$ cat src/rtl/nios2_oci_trace_pkg.sv
// Shared definitions for the OCI trace capture buffer: FSM state encoding
// and parameter defaults.
package nios2_oci_trace_pkg;

    typedef enum logic [1:0] {
        ST_CAPTURE = 2'd0,
        ST_DRAIN   = 2'd1,
        ST_DONE    = 2'd2
    } trace_state_e;

    localparam int DEF_DATA_W    = 30;
    localparam int DEF_CNT_W     = 4;
    localparam int DEF_DEPTH     = 16;
    localparam int DEF_WRAP_MODE = 0;

endpackage

$ cat src/rtl/nios2_oci_trace_ram.sv
// Simple dual-port storage for trace entries: one write port, one read port
// with a registered output that only updates when a read is enabled.
module nios2_oci_trace_ram #(
    parameter int WIDTH  = 34,
    parameter int DEPTH  = 16,
    parameter int ADDR_W = $clog2(DEPTH)
) (
    input  logic              clk,
    input  logic              i_we,
    input  logic [ADDR_W-1:0] i_waddr,
    input  logic [WIDTH-1:0]  i_wdata,
    input  logic              i_re,
    input  logic [ADDR_W-1:0] i_raddr,
    output logic [WIDTH-1:0]  o_rdata
);

    logic [WIDTH-1:0] r_mem [DEPTH];
    logic [WIDTH-1:0] r_rdata;

    // Read-before-write: a same-address read returns the previous contents.
    always_ff @(posedge clk) begin
        if (i_we) begin
            r_mem[i_waddr] <= i_wdata;
        end
        if (i_re) begin
            r_rdata <= r_mem[i_raddr];
        end
    end

    assign o_rdata = r_rdata;

endmodule

$ cat src/rtl/nios2_oci_trace_capture.sv
// Debug trace capture FIFO with stop-on-full or ring behaviour and a
// CAPTURE/DRAIN/DONE sequencer driven by the test-end handshake.
module nios2_oci_trace_capture
    import nios2_oci_trace_pkg::*;
#(
    parameter int DATA_W    = DEF_DATA_W,
    parameter int CNT_W     = DEF_CNT_W,
    parameter int DEPTH     = DEF_DEPTH,
    parameter int WRAP_MODE = DEF_WRAP_MODE
) (
    input  logic                         clk,
    input  logic                         reset_n,
    input  logic                         dct_valid,
    input  logic [DATA_W-1:0]            dct_buffer,
    input  logic [CNT_W-1:0]             dct_count,
    input  logic                         test_ending,
    input  logic                         test_has_ended,
    input  logic                         clear,
    input  logic                         rd_req,
    output logic                         rd_valid,
    output logic [CNT_W+DATA_W-1:0]      rd_data,
    output logic [$clog2(DEPTH+1)-1:0]   level,
    output logic                         overflow,
    output logic                         wrapped,
    output logic [1:0]                   state
);

    localparam int AW = $clog2(DEPTH);
    localparam int LW = $clog2(DEPTH+1);
    localparam int RW = CNT_W + DATA_W;
    localparam logic [LW-1:0] FULL_LVL = LW'(DEPTH);

    trace_state_e     r_state, w_state_next;
    logic [AW-1:0]    r_wr_ptr, r_rd_ptr;
    logic [LW-1:0]    r_level;
    logic             r_rd_valid, r_has_data, r_overflow, r_wrapped;
    logic             w_full, w_empty, w_wr_req, w_pop, w_push, w_overwrite, w_drop;
    logic [RW-1:0]    w_ram_q;

    assign w_full      = (r_level == FULL_LVL);
    assign w_empty     = (r_level == '0);
    assign w_wr_req    = (r_state == ST_CAPTURE) && dct_valid && !clear;
    assign w_pop       = rd_req && !w_empty && !clear;
    assign w_push      = w_wr_req && (!w_full || w_pop || (WRAP_MODE != 0));
    assign w_overwrite = w_wr_req && w_full && !w_pop && (WRAP_MODE != 0);
    assign w_drop      = w_wr_req && w_full && !w_pop && (WRAP_MODE == 0);

    always_ff @(posedge clk or negedge reset_n) begin
        if (!reset_n) begin
            r_state <= ST_CAPTURE;
        end else begin
            r_state <= w_state_next;
        end
    end

    always_comb begin
        w_state_next = r_state;
        if (clear) begin
            w_state_next = ST_CAPTURE;
        end else begin
            unique case (r_state)
                ST_CAPTURE: if (test_ending) w_state_next = ST_DRAIN;
                ST_DRAIN:   if (test_has_ended && w_empty) w_state_next = ST_DONE;
                default:    w_state_next = r_state;
            endcase
        end
    end

    always_ff @(posedge clk or negedge reset_n) begin
        if (!reset_n) begin
            r_wr_ptr   <= '0;
            r_rd_ptr   <= '0;
            r_level    <= '0;
            r_rd_valid <= 1'b0;
            r_has_data <= 1'b0;
            r_overflow <= 1'b0;
            r_wrapped  <= 1'b0;
        end else if (clear) begin
            r_wr_ptr   <= '0;
            r_rd_ptr   <= '0;
            r_level    <= '0;
            r_rd_valid <= 1'b0;
            r_overflow <= 1'b0;
            r_wrapped  <= 1'b0;
        end else begin
            if (w_push) begin
                r_wr_ptr <= r_wr_ptr + AW'(1);
            end
            // An overwrite discards the oldest entry, so the read side skips it.
            if (w_pop || w_overwrite) begin
                r_rd_ptr <= r_rd_ptr + AW'(1);
            end
            if (w_push && !w_pop && !w_overwrite) begin
                r_level <= r_level + LW'(1);
            end else if (w_pop && !w_push) begin
                r_level <= r_level - LW'(1);
            end
            r_rd_valid <= w_pop;
            if (w_pop) begin
                r_has_data <= 1'b1;
            end
            r_overflow <= r_overflow | w_drop;
            r_wrapped  <= r_wrapped | w_overwrite;
        end
    end

    nios2_oci_trace_ram #(
        .WIDTH (RW),
        .DEPTH (DEPTH)
    ) u_ram (
        .clk     (clk),
        .i_we    (w_push),
        .i_waddr (r_wr_ptr),
        .i_wdata ({dct_count, dct_buffer}),
        .i_re    (w_pop),
        .i_raddr (r_rd_ptr),
        .o_rdata (w_ram_q)
    );

    // The RAM output register has no reset; mask it until the first pop.
    assign rd_data  = r_has_data ? w_ram_q : '0;
    assign rd_valid = r_rd_valid;
    assign level    = r_level;
    assign overflow = r_overflow;
    assign wrapped  = r_wrapped;
    assign state    = r_state;

endmodule

$ cat config.mk
export PLATFORM = sky130hd
export DESIGN_NAME = nios2_oci_trace_capture
export DESIGN_NICKNAME = d
export VERILOG_FILES = /design/src/rtl/nios2_oci_trace_pkg.sv /design/src/rtl/nios2_oci_trace_ram.sv /design/src/rtl/nios2_oci_trace_capture.sv
export SDC_FILE = /design/constraint.sdc
export NUM_CORES = 1
export LEC_CHECK = 0
export CAP_MARGIN = 20
export CORE_AREA = 5 5 263 265
export DETAILED_ROUTE_END_ITERATION = 6
export DIE_AREA = 0 0 268 270
export PLACE_DENSITY = 0.5
export REMOVE_ABC_BUFFERS = 1
export SLEW_MARGIN = 20
export SYNTH_ARGS = -nofsm -noshare
export SYNTH_HDL_FRONTEND = slang
export SYNTH_SLANG_ARGS = --single-unit
$ cat constraint.sdc
create_clock -name clk -period 5.2 [get_ports clk]
set_input_delay 1.04 -clock clk [delete_from_list [all_inputs] [get_ports clk]]
set_output_delay 1.04 -clock clk [all_outputs]
set_load 0.05 [all_outputs]
==> impl.org, run 1 <==
** Logic synthesis
- In the post-synthesis netlist, the cell with the most instances is edfxtp_1.
- Sorting the synthesized cells by area gives the leading types as edfxtp_1, mux4_2, mux2i_1, a221oi_1, dfrtp_1.
- Area leader, netlist :: edfxtp_1
- The commonest cells after synthesis are edfxtp_1, mux2i_1, a221oi_1, mux4_2, and2_1.
- #FFs+latches synth :: 596
- Count of mapped cells out of synthesis :: 1182
- The most used flip-flop cell after synthesis is edfxtp_1.
- Of the post-synthesis cell area, the dominant cell type holds 0.751.
- Async S/R FF share, synth :: 0.0302
- Counting flops with a built-in enable in the synthesized netlist gives 578.
- Count of different cell masters after synthesis :: 46
- Post-synthesis instance area :: 23100 um2
- Of the synthesized area, sequential elements account for 0.771.
- Syn. warnings :: 0
- A synthesized cell averages 19.5 um2.

** Setup path
- Required time reported for the critical path endpoint :: 4.16 ns
- Category of the most critical setup path :: reg2out
- Along the worst path, the maximum fanout reaches 36.
- Kind of end point of the critical path :: output pin
- Cells along the critical path :: and2_1 -> clkdlybuf4s50_1
- Critical Path Source Type :: flip-flop
- Critical path arrival :: 2.53 ns
- Critical path's largest stage delay :: 0.87 ns
- Critical path's slowest cell :: dfrtp_2
- Largest delay share family, worst path :: flip-flops
- CP Buf/Inv Count :: 1

** Job
- Maximum capacitance violations :: 0

** Floorplanning
- For this configuration, the core starts out at a cell density of 0.347.
- Die outline area :: 72400 um2
- Vert. Die Dim :: 270 um
- The die is 268 um wide.
- The initialized floorplan defines 95 standard-cell rows.
- Boundary Pins :: 85
- Placeable Area :: 66600 um2

** Clock tree
- Clock network latency to the later pin of the worst-skew pair :: 0.58 ns
- Hold buffer count at cts :: 0
- Root Buffer Master :: clkbuf_16
- Clock-pin slew was measured on the worst setup and hold paths at 0.06 ns.
- Num Clock Sinks :: 596
- In this run the post-CTS setup repair buffer count came out at 0.
- CTS tree :: yes
- Maximum clock insertion buffer count :: 3
- Post-CTS Resized :: 0
- H-tree levels :: 3
- The number of clock buffers added by TritonCTS is 67.

** Timing
- For the pin with the worst max-slew slack, the measured transition is 0.995 ns.
- Max-slew violations :: 0
- The number of hold-slack violations in the final timing report is 0.
- Final count of negative-setup-slack endpoints :: 0
- For the finished layout, the period the worst path requires is 3.57 ns.
- Measured against its own limit, the worst slew margin works out to 0.337.
- Worst Skew :: 0.0190 ns
- Setup repair after global routing missed its margin :: false
- Setup TNS :: 0 ns
- Derived from the worst setup path, the maximum achievable clock frequency is 280 MHz.
- Of the available clock period, the critical path in the final layout requires 0.686.

** Drt
- After detailed routing, the number of remaining DRC violations is 0.
- Summed over all layers, the routed wires come to 55.3 mm.
- Count of vias placed by the detailed router :: 11458
- Average routed wire per standard cell :: 25.0 um
- After the first detailed-routing iteration, the DRC count stood at 944.
- Met3 routed WL :: 2.77 mm
- Avg Vias per Cell :: 5.17
- Met2 wirelength from detailed routing :: 25.9 mm
- Initial DRT Pass Iterations :: 5
- In this run the remaining antenna-violating nets after routing total 0.
- Top metal layer carrying routed signals :: met4
- Routed met1 length :: 25.6 mm

** Worst hold path
- Tightest Hold Check Type :: reg2reg

** Layout
- Share of layout cells above drive strength 1 :: 0.171
- Number of filler cells placed in the layout :: 5914
- Area added between synthesis and finish :: 18.1%
- After the last flow step, the layout net total stands at 1348.
- For this run, the share of the core covered by cells in the final layout is 0.410.
- Cell Count, Final, Fillers Out :: 2215

** Global routing
- Via count of the first global-routing pass :: 12000
- Antenna violations before repair :: 1
- Largest net degree at the start of global routing :: 69
- Across every metal layer, demand over resource in global routing totals 0.152.
- Summed over all layers, the global routing overflow is 0.
- Global-route wire length before repair :: 82.1 mm

** Power
- Max rail drop VDD :: 230 uV
- Pwr dens :: 449 nW/um2
- For this design the static power due to leakage is 8.63 nW.

** Place
- Summed over all nets, the half-perimeter wirelength after detailed placement is 32.4 mm.
- DP Cell Count :: 2101
- # port buffers :: 83
- Last weighted congestion value of the routability-driven placer :: 0.752

** Run status
- The run finished with clean final reports.
-- logic make-up (layout without fill, tap and decap cells) --
family | after synthesis | count (layout) | synth area share
other | 1 | 3 | 0.000162
buffers and inverters | 76 | 234 | 0.0136
multiplexers | 212 | 212 | 0.129
adder cells (fa/ha/maj) | 10 | 10 | 0.00574
AND/OR/NAND/NOR | 125 | 125 | 0.0278
AO/OA/AOI/OAI | 155 | 155 | 0.0503
XOR/XNOR | 7 | 7 | 0.00265
flip-flops | 596 | 596 | 0.771
-- layout make-up --
type / count / area (um2) / area share
clock inverters: 31 / 334 / 0.0122
well taps: 873 / 1090 / 0.0400
inverters: 8 / 30.0 / 0.00110
repair buffers: 114 / 1160 / 0.0426
diodes: 2 / 5.00 / 0.000183
multi-input cells: 510 / 5040 / 0.185
clock buffers: 81 / 1800 / 0.0661
flip-flops and latches: 596 / 17800 / 0.653
-- report_power, final --
part | total [mW] | leakage [nW] | switching (mW) | internal, mW
Clock | 4.62 | 1.05 | 1.85 | 2.76
Combinational | 2.04 | 2.14 | 1.16 | 0.884
Sequential | 5.59 | 5.44 | 0.154 | 5.44
Total | 12.2 | 8.63 | 3.16 | 9.08
-- worst reg2reg max path: cells and delay by family (launching register included) --
family                     cells  cell delay (ns)
AOI/OAI and AO/OA              3             0.97
adders and majority gates      1             0.40
DFF                            1             0.46
muxes                          1             0.13
and+or+nand+nor                3             1.14
-- stage by stage --
step	power, mW	cell area, um2	setup WS [ns]	hold slack (ns)
final	12.2	27300	1.63	0.543
after CTS	12.4	27300	1.45	0.547
after global routing	12.7	27300	1.41	0.557
after floorplan	7.44	22800	-2.96	0.550
after detailed placement	7.77	25100	1.05	0.530
after global placement	7.77	25100	1.12	0.556
-- final timing paths --
kind,slack (ns),depth (start not counted),endpoint,start
max in group asynchronous,3.65,1,r_rd_ptr[0]$_DFFE_PN0P_,reset_n
hold / removal,0.54,2,overflow$_DFF_PN0_,overflow$_DFF_PN0_
min in group asynchronous,0.94,1,r_rd_ptr[1]$_DFFE_PN0P_,reset_n
hold reg to reg,0.54,2,overflow$_DFF_PN0_,overflow$_DFF_PN0_
setup reg to reg,2.03,8,level[4]$_DFFE_PN0P_,level[1]$_DFFE_PN0P_
setup / recovery,1.63,2,rd_data[32],r_has_data$_DFFE_PN0P_
-- cells in the final DEF (no fill, tap or decap), drive strengths merged, types with 4 or more instances in the layout --
cell and n:
clkbuf 81, xnor2 4, a21oi 5, mux2i 140
o21ai 35, nand2 37, clkdlybuf4s50 83, a22oi 34
clkinv 21, ha 9, buf 31, a221oi 68
mux2 4, inv 9, nor2 20, edfxtp 578
nand3 6, bufinv 6, mux4 68, and2 47
dfrtp 18
-- routing by layer --
layer	global-route usage	up-vias
met2	0.235	295
li1	-	5088
met3	0.0296	80
met4	0.0346	0
met5	0	-
met1	0.225	5995
-- sequential cells by signal, indices dropped and copies added, names as in the netlist --
| register | cells |
|---|---|
| u_ram.r_mem | 544 |
| u_ram.o_rdata | 34 |
| level | 5 |
| r_rd_ptr | 4 |
| r_wr_ptr | 4 |
| state | 2 |
| overflow | 1 |
| r_has_data | 1 |
| rd_valid | 1 |
Note: power is estimated with default switching activity, not from simulation.
==> run 2, diff against run 1 <==
- clock period: 5.2 -> 3.7 ns (I/O delays scaled with it)
==> run 2 against run 1 <==
Net effect: cell count grew 0.90%; non-clock buffer count grew 17; global-route usage shrank 0.68 points; setup slack lost 1.2 ns; sequential power grew 39%; hold slack gained 0.024 ns; clock-buffer cell count grew 6; register-to-register slack lost 1.6 ns; die area is the same; wire length shrank 4.7%; critical path type unchanged; largest cell class unchanged; largest power group unchanged.
==> impl.org, run 2 (synthesis gave the netlist of run 1 again) <==
** Floorplanning
- The die boundary height came to 270 um (unchanged).
- Number of standard-cell rows in the floorplan :: 95 (unchanged)
- Placeable Area :: 66600 um2 (unchanged)
- Initial core utilization :: 0.347 (unchanged)
- Die outline area :: 72400 um2 (unchanged)
- The die width was 268 um (unchanged).
- The boundary pin count came to 85 (unchanged).

** Layout
- Number of filler cells placed in the layout :: 5886 (-0.47%)
- The finished layout cell area is 27400 um2 (+0.50%).
- Fin util :: 0.412 (+0.00207)
- The ratio of cells with drive above 1 in the final layout is 0.170 (-0.00129).
- Number of flip-flops under the largest register name :: 544 (unchanged)
- Relative to the synthesized area, the layout overhead comes to 18.7%.
- The number of antenna cells inserted came to 0 (-2).
- The final-stage net count is 1364 (+1.2%).
- The library cell used most frequently in the layout, excluding fill and tap cells, is edfxtp_1.
- Largest Register :: u_ram.r_mem
- The library cells used most frequently in the layout, excluding fill and tap cells, are edfxtp_1, mux2i_1, clkdlybuf4s50_1.

** Timing
- Slew at the pin closest to its max-slew limit :: 0.971 ns (-0.0244 ns)
- Of the available clock period, the critical path in the final layout requires 0.874.
- Worst Skew :: 0.0177 ns (-0.00131 ns)
- Clock period minus final worst setup slack :: 3.23 ns
- Setup repair after global routing left no endpoint under its margin.
- Tightest slew margin relative to the limit :: 0.352 (+0.0153)
- The final-layout worst hold slack came to 0.567 ns (+0.0241 ns).
- FMAX :: 309 MHz
- Worst-case setup margin in the final layout :: 0.466 ns (-1.17 ns)
- The number of max-slew violations in the final report was 0 (unchanged).
- The final-report setup violation count was 0 (unchanged).
- Hold Fails Final Rpt :: 0 (unchanged)

** Run status
- The run finished with clean final reports.

** Clock tree
- The clock transition at the registers of the reported paths is 0.06 ns (about the same).
- TritonCTS Buffers :: 66 (-1.5%)
- Post-CTS Resized :: 0 (unchanged)
- The number of H-tree branching levels is 3 (unchanged).
- The clock latency on the worst-skew pair was 0.59 ns (about the same).
- Hold buffer count at cts :: 0 (unchanged)
- CTS tree :: yes
- Clock tree synthesis selected as its root buffer the cell clkbuf_16.
- Number of buffers inserted by post-CTS setup repair :: 0 (unchanged)
- Maximum clock insertion buffer count :: 3 (unchanged)
- The number of sinks driven by the clock tree is 596 (unchanged).

** Power
- The final total power is 17.0 mW (+39%).
- Clock power frac :: 0.372 (-0.005)
- Switching power :: 4.31 mW (+36%)
- P_leak :: 8.70 nW (+0.75%)
- Sequential group share of total power :: 0.459 (+0.003)
- Max rail drop VDD :: 351 uV (+53%)
- Internal power :: 12.7 mW (+39%)
- The total power per unit cell area was 619 nW/um2 (+38%).
- The logic gate share of total power was 0.169 (+0.002).
- Proportion of total power due to net switching :: 0.254 (-0.00474)

** Drt
- Average routed wire per standard cell :: 23.6 um (-5.6%)
- Count of vias placed by the detailed router :: 11318 (-1.2%)
- DRC Markers :: 0 (unchanged)
- The count of routing violations after the opening detailed-route iteration was 652 (-31%).
- DRT Wirelength :: 52.7 mm (-4.7%)
- Initial DRT Pass Iterations :: 5 (unchanged)
- Antenna-violating nets left :: 0 (unchanged)
- Avg Vias per Cell :: 5.06 (-2.1%)

** Place
- The placed instance area was 25300 um2 (+0.81%).
- DP Wirelength :: 31.1 mm (-4.0%)
- Last weighted congestion value of the routability-driven placer :: 0.727 (-3.4%)
- The worst slack at placement came to 0.330 ns (-0.723 ns).
- # port buffers :: 83 (unchanged)

** Setup path
- Critical path arrival :: 2.49 ns (-0.04 ns)
- In this run the critical register-to-register path is captured at level[4]$_DFFE_PN0P_.
- Kind of end point of the critical path :: output pin
- The worst register-to-register path begins at level[0]$_DFFE_PN0P_.
- The depth of the most critical reg-to-reg path came to 8 (unchanged).
- The signal on the critical path passes through and2_1 -> clkdlybuf4s50_1.
- The required time reported for the critical path endpoint was 2.96 ns (-1.20 ns).
- The critical path in this run is classified as reg2out.
- The setup slack on the worst flop-to-flop path came to 0.47 ns (-1.56 ns).
- The highest fanout seen on the critical path came to 35 (-2.8%).
- The delay of the slowest cell on the worst path was 0.84 ns (-0.03 ns).
- Critical path's slowest cell :: dfrtp_2
- STA classifies the critical path startpoint as a flip-flop.

** Worst hold path
- The number of instances on the worst hold path is 2 (unchanged).
- Tightest Hold Check Type :: reg2reg
- The worst hold path begins at overflow$_DFF_PN0_.
- Worst Hold End :: overflow$_DFF_PN0_

** Global routing
- The maximum number of pins on one net before global-route repair is 46 (-33%).
- Via count of the first global-routing pass :: 11780 (-1.8%)
- The number of antenna violations at the first check in global routing was 0 (-1).
- The global-route wire length before repair is 78.7 mm (-4.1%).
- The global-route total usage across every layer came to 0.145 (-0.00681).
- Overflow after GRT :: 0 (unchanged)

** Job
- The max-cap violation count came to 0 (unchanged).
[run 2: cell count changes in the layout (fill, tap and decap cells not counted), sizes merged]
cell	previous run	this run
clkinv	21	23
clkinvlp	3	2
diode	2	0
clkbuf	81	87
bufinv	6	4
buf	31	48
[run 2: worst max path at each step]
stage	startpoint	slack [ns]	depth (start not counted)	end
2_1_floorplan	r_rd_ptr[0]$_DFFE_PN0P_	-4.46	3	u_ram.o_rdata[0]$_DFFE_PN_
5_1_grt	r_has_data$_DFFE_PN0P_	0.23	2	rd_data[32]
3_5_place_dp	dct_valid	0.33	7	u_ram.r_mem[3][23]$_DFFE_PP_
3_3_place_gp	dct_valid	0.29	7	u_ram.r_mem[3][23]$_DFFE_PP_
6_report	r_has_data$_DFFE_PN0P_	0.47	2	rd_data[27]
4_1_cts	r_has_data$_DFFE_PN0P_	0.25	2	rd_data[32]
[run 2: through the flow]
| step | TNS [ns] | std cells |
|---|---|---|
| final | 0 | 2235 |
| after global routing | 0 | 2235 |
| after CTS | 0 | 2235 |
| after detailed placement | 0 | 2118 |
| after global placement | 0 | 2118 |
| after floorplan | -167.66 | 1114 |
[run 2: critical path: cells and delay by family (launching register included)]
kind	cells	cell delay, ns
flops	1	0.84
simple gates	1	0.25
buf+inv	1	0.81
[run 2: final cells by class]
type	instances	area [um2]	share of cell area
Inverter	8	30.0	0.00109
Tap cell	873	1090	0.0398
Timing Repair Buffer	131	1370	0.0498
Sequential cell	596	17800	0.650
Clock buffer	87	1840	0.0670
Clock inverter	30	240	0.00876
Multi-Input combinational cell	510	5040	0.184
[run 2: power groups by stage]
stage	sequential [mW]	clock, mW	combinational [mW]
2_1_floorplan	8.21	0	1.79
3_3_place_gp	7.93	0	2.93
3_5_place_dp	7.94	0	2.92
4_1_cts	7.80	6.52	2.94
5_1_grt	7.81	6.78	3.09
6_report	7.79	6.32	2.87
[run 2: metal layers]
metal	vias to the layer above	track usage	part of all wire
met4	0	0.0425	0.021
met3	68	0.0266	0.039
li1	5104	-	-
met2	215	0.229	0.47
met5	-	0	0
met1	5931	0.207	0.46
